## config.mk

```make
export PLATFORM = sky130hd
export DESIGN_NAME = phys_reg_free_list
export DESIGN_NICKNAME = d
export VERILOG_FILES = /design/src/rtl/ooo_pkg.sv /design/src/rtl/phys_reg_free_list.sv
export SDC_FILE = /design/constraint.sdc
export NUM_CORES = 1
export LEC_CHECK = 0
export ABC_AREA = 1
export CORE_MARGIN = 4
export CORE_UTILIZATION = 35
export DETAILED_ROUTE_END_ITERATION = 10
export PLACE_DENSITY = 0.53
export SYNTH_ARGS = -nofsm -noshare
export SYNTH_HDL_FRONTEND = slang
export SYNTH_SLANG_ARGS = --single-unit
```

## constraint.sdc

```tcl
create_clock -name clk -period 3.1 [get_ports clk]
set_input_delay 0.465 -clock clk [delete_from_list [all_inputs] [get_ports clk]]
set_output_delay 0.465 -clock clk [all_outputs]
set_load 0.02 [all_outputs]
```

## src/rtl/ooo_pkg.sv

```systemverilog
// Shared out-of-order core sizing: physical/architectural register counts,
// ROB index width, free-list geometry and pointer-wrap helpers.
package ooo_pkg;

   localparam int NUM_PR   = 64;
   localparam int NUM_AR   = 32;
   localparam int PR_W     = 6;
   localparam int ROB_W    = 4;

   // Free list holds every physical register not mapped at reset.
   localparam int FL_DEPTH = NUM_PR - NUM_AR;
   localparam int FL_PTR_W = $clog2(FL_DEPTH);

   // Advance a free-list pointer by one slot, wrapping modulo FL_DEPTH.
   function automatic logic [FL_PTR_W-1:0] fl_ptr_inc(input logic [FL_PTR_W-1:0] p);
      return (p == FL_PTR_W'(FL_DEPTH - 1)) ? '0 : p + 1'b1;
   endfunction

   // Step a free-list pointer back one slot, wrapping modulo FL_DEPTH.
   function automatic logic [FL_PTR_W-1:0] fl_ptr_dec(input logic [FL_PTR_W-1:0] p);
      return (p == '0) ? FL_PTR_W'(FL_DEPTH - 1) : p - 1'b1;
   endfunction

endpackage

```

## src/rtl/phys_reg_free_list.sv

```systemverilog
// Circular free list of physical register numbers. Dispatch pops from the
// head (show-ahead), retirement pushes freed PRs at the tail, and ROB
// rollback un-pops flushed PRs back in front of the head.
module phys_reg_free_list
   import ooo_pkg::*;
(
   input  logic            clk,
   input  logic            rst,
   input  logic            isDispatch,
   input  logic            RegDest,
   input  logic            hazard_stall,
   output logic [PR_W-1:0] PR_new_DP,
   output logic            empty,
   input  logic            retire_reg,
   input  logic            RegDest_retire,
   input  logic [PR_W-1:0] PR_old_RT,
   input  logic            recover,
   input  logic            RegDest_out,
   input  logic [PR_W-1:0] PR_new_flush,
   output logic [PR_W-1:0] free_count,
   output logic            overflow_err
);

   logic [PR_W-1:0]     r_mem [FL_DEPTH];
   logic [FL_PTR_W-1:0] r_head;
   logic [FL_PTR_W-1:0] r_tail;
   logic [PR_W-1:0]     r_count;
   logic                r_overflow;

   logic                w_empty;
   logic                w_alloc;
   logic                w_ret_push;
   logic                w_rb_push;
   logic                w_ret_ok;
   logic                w_rb_ok;
   logic [PR_W-1:0]     w_count_after_ret;
   logic [FL_PTR_W-1:0] w_head_m1;

   assign w_empty    = (r_count == '0);
   assign w_head_m1  = fl_ptr_dec(r_head);

   // Rollback squashes the dispatch in the same cycle, so it also blocks alloc.
   assign w_alloc    = isDispatch & RegDest & ~hazard_stall & ~recover & ~w_empty;
   assign w_ret_push = retire_reg & RegDest_retire;
   assign w_rb_push  = recover & RegDest_out;

   // Retire push wins the last free slot; the rollback push only fits if
   // there is still room after the retire push has been counted.
   assign w_ret_ok          = w_ret_push & (r_count != PR_W'(FL_DEPTH));
   assign w_count_after_ret = r_count + PR_W'(w_ret_ok);
   assign w_rb_ok           = w_rb_push & (w_count_after_ret != PR_W'(FL_DEPTH));

   // Outputs come only from registered state: no push input reaches them.
   assign PR_new_DP    = r_mem[r_head];
   assign empty        = w_empty;
   assign free_count   = r_count;
   assign overflow_err = r_overflow;

   // Storage: reset loads the unmapped PRs in order, then pushes write either end.
   // NOTE: this array is reset on purpose because its reset contents are the
   // initial free list; a plain data RAM would be left unreset.
   always_ff @(posedge clk) begin
      if (rst) begin
         for (int i = 0; i < FL_DEPTH; i++) begin
            r_mem[i] <= PR_W'(NUM_AR + i);
         end
      end else begin
         // Tail and head-1 coincide only when one slot is free, and then the
         // rollback push is dropped, so the two writes never collide.
         if (w_ret_ok) r_mem[r_tail]    <= PR_old_RT;
         if (w_rb_ok)  r_mem[w_head_m1] <= PR_new_flush;
      end
   end

   // Pointers, occupancy and the sticky overflow flag.
   // NOTE: all state updates use non-blocking assignment so every register
   // sees the pre-edge values of the others.
   always_ff @(posedge clk) begin
      if (rst) begin
         r_head     <= '0;
         r_tail     <= '0;
         r_count    <= PR_W'(FL_DEPTH);
         r_overflow <= 1'b0;
      end else begin
         // alloc and rollback are mutually exclusive (both depend on recover).
         if (w_alloc)      r_head <= fl_ptr_inc(r_head);
         else if (w_rb_ok) r_head <= w_head_m1;
         if (w_ret_ok)     r_tail <= fl_ptr_inc(r_tail);
         r_count <= w_count_after_ret + PR_W'(w_rb_ok) - PR_W'(w_alloc);
         if ((w_ret_push & ~w_ret_ok) | (w_rb_push & ~w_rb_ok)) r_overflow <= 1'b1;
      end
   end

endmodule
```

==> load_flow_metrics.sql <==
INSERT INTO impl_metrics (metric_group, metric, value, unit) VALUES
('timing', 'clock.fmax', '334', 'MHz'),
('die', 'dieWidth', '199', 'um'),
('run', 'drv.max_cap_violation_count', '0', ''),
('place', 'routabilityCongestion', '0.891', ''),
('routing', 'drt-met1-wl', '19400', 'um'),
('final_layout', 'multi_input_area', '5850', 'um^2'),
('yosys', 'synthesized_netlist_net_count', '1704', ''),
('die', 'core-area', '35700', 'um^2'),
('yosys', 'yosys_warning_total', '0', ''),
('timing', 'finalSetupViolCount', '0', ''),
('worst_setup_path', 'crit_path_end_kind', 'flop', ''),
('place', 'dp_slack', '-0.517', 'ns'),
('final_layout', 'post-route-cell-area', '15500', 'um^2'),
('routing', 'route.vias.total', '11900', ''),
('yosys', 'post_synth_instance_area', '12700', 'um^2'),
('yosys', 'yosys.area_share.adder', '0.0232', ''),
('global_routing', 'grt_first_pass_wirelength', '66100', 'um'),
('global_routing', 'globalRouteOverflowTotal', '0', ''),
('routing', 'met3WireLength', '3590', 'um'),
('clock_tree', 'clock_sinks', '214', ''),
('clock_tree', 'tritoncts_clock_tree', 'built', ''),
('clock_tree', 'postCtsHoldBufs', '0', ''),
('global_routing', 'grt_pass1_vias', '11100', ''),
('yosys', 'yosys.area.top_type_share', '0.453', ''),
('clock_tree', 'clk_path_buf_depth', '3', ''),
('final_layout', 'insertedDiodeCount', '0', ''),
('timing', 'worst_pin_slew', '0.828', 'ns'),
('final_layout', 'syn_to_final_growth', '21.6', '%'),
('worst_setup_path', 'setup.worst_path.start_class', 'flop', ''),
('pwr', 'p_per_area', '624', 'nW/um^2'),
('timing', 'worst_slew_margin_rel', '0.443', ''),
('yosys', 'post-synth-top-area-cell', 'sky130_fd_sc_hd__edfxtp_1', ''),
('die', 'design.die.area', '39500', 'um^2'),
('routing', 'first_iter_violations', '1093', ''),
('place', 'io_buffer_count', '34', ''),
('final_layout', 'finish.net_count', '1809', ''),
('clock_tree', 'source_to_sink_clock_delay_at_the_later_pin_of_the_worst_skew_pair', '0.54', 'ns'),
('outcome', 'outcome', 'finished clean', ''),
('worst_setup_path', 'timing.setup.critical_path_class', 'flop to flop', ''),
('routing', 'remaining_drc_errors', '0', ''),
('yosys', 'synth-edff-count', '192', ''),
('yosys', 'main_combinational_cell_family_by_area_after_synthesis', 'simple AND/OR/NAND/NOR gates', ''),
('routing', 'met2_length', '20300', 'um'),
('yosys', 'synth.yosys.seq_area_share', '0.488', ''),
('yosys', 'synth_simple_gate_area_share', '0.345', ''),
('yosys', 'synth.area.mux_share', '0', ''),
('routing', 'route.top_layer_used', 'met4', ''),
('routing', 'antenna_left', '0', ''),
('yosys', 'synth_flop_cell', 'sky130_fd_sc_hd__edfxtp_1', ''),
('routing', 'wl_per_cell', '19.9', 'um'),
('yosys', 'post_synth_xor_area_fraction', '0.00629', ''),
('global_routing', 'grt_util_all_layers', '0.220', ''),
('routing', 'drt_pre_antenna_iters', '5', ''),
('pwr', 'leak_pwr', '0.00601', 'uW'),
('yosys', 'synth_compound_area_frac', '0.0718', ''),
('clock_tree', 'cts-htree-levels', '1', ''),
('routing', 'route.final.wire_length', '44700', 'um'),
('final_layout', 'layout.area.seq', '6220', 'um^2'),
('place', 'post-dp-hpwl', '30600', 'um'),
('timing', 'hold_viol', '0', ''),
('die', 'rows', '69', ''),
('final_layout', 'nFillCells', '3687', ''),
('worst_setup_path', 'critical_path_peak_fanout', '9', ''),
('hold_path', 'hold_path.class', 'flop to flop', ''),
('final_layout', 'drive_above_1_share', '0.146', ''),
('yosys', 'yosys_register_bits', '214', ''),
('yosys', 'ys_top_cells_by_area', 'sky130_fd_sc_hd__edfxtp_1 (45%), sky130_fd_sc_hd__nand2_1 (17%), sky130_fd_sc_hd__nand3_1 (10%)', ''),
('die', 'num_io_pins', '35', ''),
('global_routing', 'grt_max_degree', '49', ''),
('clock_tree', 'tritoncts.num_buffers', '25', ''),
('timing', 'final.min_clock_period', '2.99', 'ns');
[placed cells by master (no fill, tap or decap), types with 13 or more instances in the layout]
cell	Yosys	layout
sky130_fd_sc_hd__inv_1	104	100
sky130_fd_sc_hd__clkbuf_16	0	26
sky130_fd_sc_hd__dfxtp_1	22	17
sky130_fd_sc_hd__nand3_1	257	248
sky130_fd_sc_hd__ha_1	22	18
sky130_fd_sc_hd__nand2_1	579	573
sky130_fd_sc_hd__buf_4	3	132
sky130_fd_sc_hd__o21ai_0	154	154
sky130_fd_sc_hd__nand3_2	6	13
sky130_fd_sc_hd__nor2_1	126	119
sky130_fd_sc_hd__clkdlybuf4s50_1	0	28
sky130_fd_sc_hd__edfxtp_1	192	192
[final timing paths]
path | startpoint | endpoint | slack (ns) | depth (start not counted)
setup / recovery | free_count[1]$_SDFF_PP0_ | r_mem[5][1]$_DFFE_PP_ | 0.11 | 20
hold / removal | overflow_err$_SDFFE_PP0P_ | overflow_err$_SDFFE_PP0P_ | 0.50 | 2
hold reg to reg | overflow_err$_SDFFE_PP0P_ | overflow_err$_SDFFE_PP0P_ | 0.50 | 2
setup reg to reg | free_count[1]$_SDFF_PP0_ | r_mem[5][1]$_DFFE_PP_ | 0.11 | 20
[critical path: stages, from the launching register on]
cell and delay (ns):
sky130_fd_sc_hd__dfxtp_2 0.33, sky130_fd_sc_hd__nor2_2 0.17, sky130_fd_sc_hd__nand3_4 0.11, sky130_fd_sc_hd__nand2_4 0.09
sky130_fd_sc_hd__inv_4 0.04, sky130_fd_sc_hd__ha_4 0.16, sky130_fd_sc_hd__ha_4 0.16, sky130_fd_sc_hd__xor2_2 0.16
sky130_fd_sc_hd__inv_1 0.07, sky130_fd_sc_hd__ha_2 0.17, sky130_fd_sc_hd__nand2_1 0.05, sky130_fd_sc_hd__inv_1 0.04
sky130_fd_sc_hd__nand2_2 0.10, sky130_fd_sc_hd__nand3_4 0.15, sky130_fd_sc_hd__nor2_4 0.18, sky130_fd_sc_hd__clkinvlp_4 0.13
sky130_fd_sc_hd__buf_12 0.16, sky130_fd_sc_hd__buf_4 0.14, sky130_fd_sc_hd__nor2_4 0.12, sky130_fd_sc_hd__buf_12 0.12
sky130_fd_sc_hd__o21ai_0 0.09
[cell usage after synthesis (2+ instances only)]
cell	count
sky130_fd_sc_hd__o211ai_1	2
sky130_fd_sc_hd__nor2_1	126
sky130_fd_sc_hd__a21oi_1	12
sky130_fd_sc_hd__inv_1	104
sky130_fd_sc_hd__xor2_1	6
sky130_fd_sc_hd__and2_1	7
sky130_fd_sc_hd__nor2_2	6
sky130_fd_sc_hd__inv_2	8
sky130_fd_sc_hd__o21ai_0	154
sky130_fd_sc_hd__buf_1	23
sky130_fd_sc_hd__nand3_1	257
sky130_fd_sc_hd__edfxtp_1	192
sky130_fd_sc_hd__buf_2	20
sky130_fd_sc_hd__nor3_1	13
sky130_fd_sc_hd__o21ai_1	9
sky130_fd_sc_hd__buf_4	3
sky130_fd_sc_hd__nand2_1	579
sky130_fd_sc_hd__nor3b_1	2
sky130_fd_sc_hd__dfxtp_1	22
sky130_fd_sc_hd__nand4_1	6
sky130_fd_sc_hd__nor2_4	6
sky130_fd_sc_hd__nand2_2	7
sky130_fd_sc_hd__nand3b_1	3
sky130_fd_sc_hd__nand3_2	6
sky130_fd_sc_hd__clkbuf_1	54
sky130_fd_sc_hd__ha_1	22
[metal layers]
layer | vias up | track usage
met4 | 0 | 0.0691
met1 | 5634 | 0.303
met5 | - | 0
met2 | 480 | 0.358
li1 | 5708 | -
met3 | 106 | 0.0327
[state kept, by name, summed over array words and instances (netlist names), named ones only]
name          cells
overflow_err      1
free_count        6
r_tail            5
r_mem           192
r_head            5
[cells by family (layout without fill, tap and decap cells)]
kind of cell | Yosys count | count (layout)
compound gates | 180 | 180
xor+xnor | 7 | 7
buf+inv | 214 | 338
fa+ha+maj | 23 | 23
simple gates | 1022 | 1022
flops | 214 | 214
[where the power goes]
part / internal [uW] / total [uW] / switching [uW]
registers: 3300 / 3420 / 125
logic: 1120 / 3190 / 2080
clock network: 1820 / 3030 / 1210
total: 6230 / 9650 / 3410
[area by class of cell]
class,count,share of cell area
Sequential cell,214,0.402
Tap cell,461,0.0373
Clock buffer,32,0.0421
Multi-Input combinational cell,1232,0.378
Clock inverter,14,0.0112
Timing Repair Buffer,179,0.101
Inverter,113,0.0281
[timing repair]
action                     in CTS  in global routing
buffers inserted                1                  5
setup endpoints to repair       7                341
gates cloned                    2                  2
resized for setup              10                 47
pin swaps                       1                 13
[through the flow]
| stage | TNS, ns | instances | hold WS [ns] | utilization | total power, uW |
|---|---|---|---|---|---|
| finish | 0 | 2245 | 0.496 | 0.433 | 9650 |
| global route | -0.598 | 2245 | 0.524 | 0.433 | 10100 |
| CTS | 0 | 2238 | 0.494 | 0.426 | 9540 |
| detailed placement | -127.70 | 2189 | 0.459 | 0.401 | 6470 |
| global placement | -111.00 | 2189 | 0.477 | 0.401 | 6470 |
| floorplan | -0.934 | 1660 | 0.489 | - | 5280 |
(Power assumes the default switching activity.)
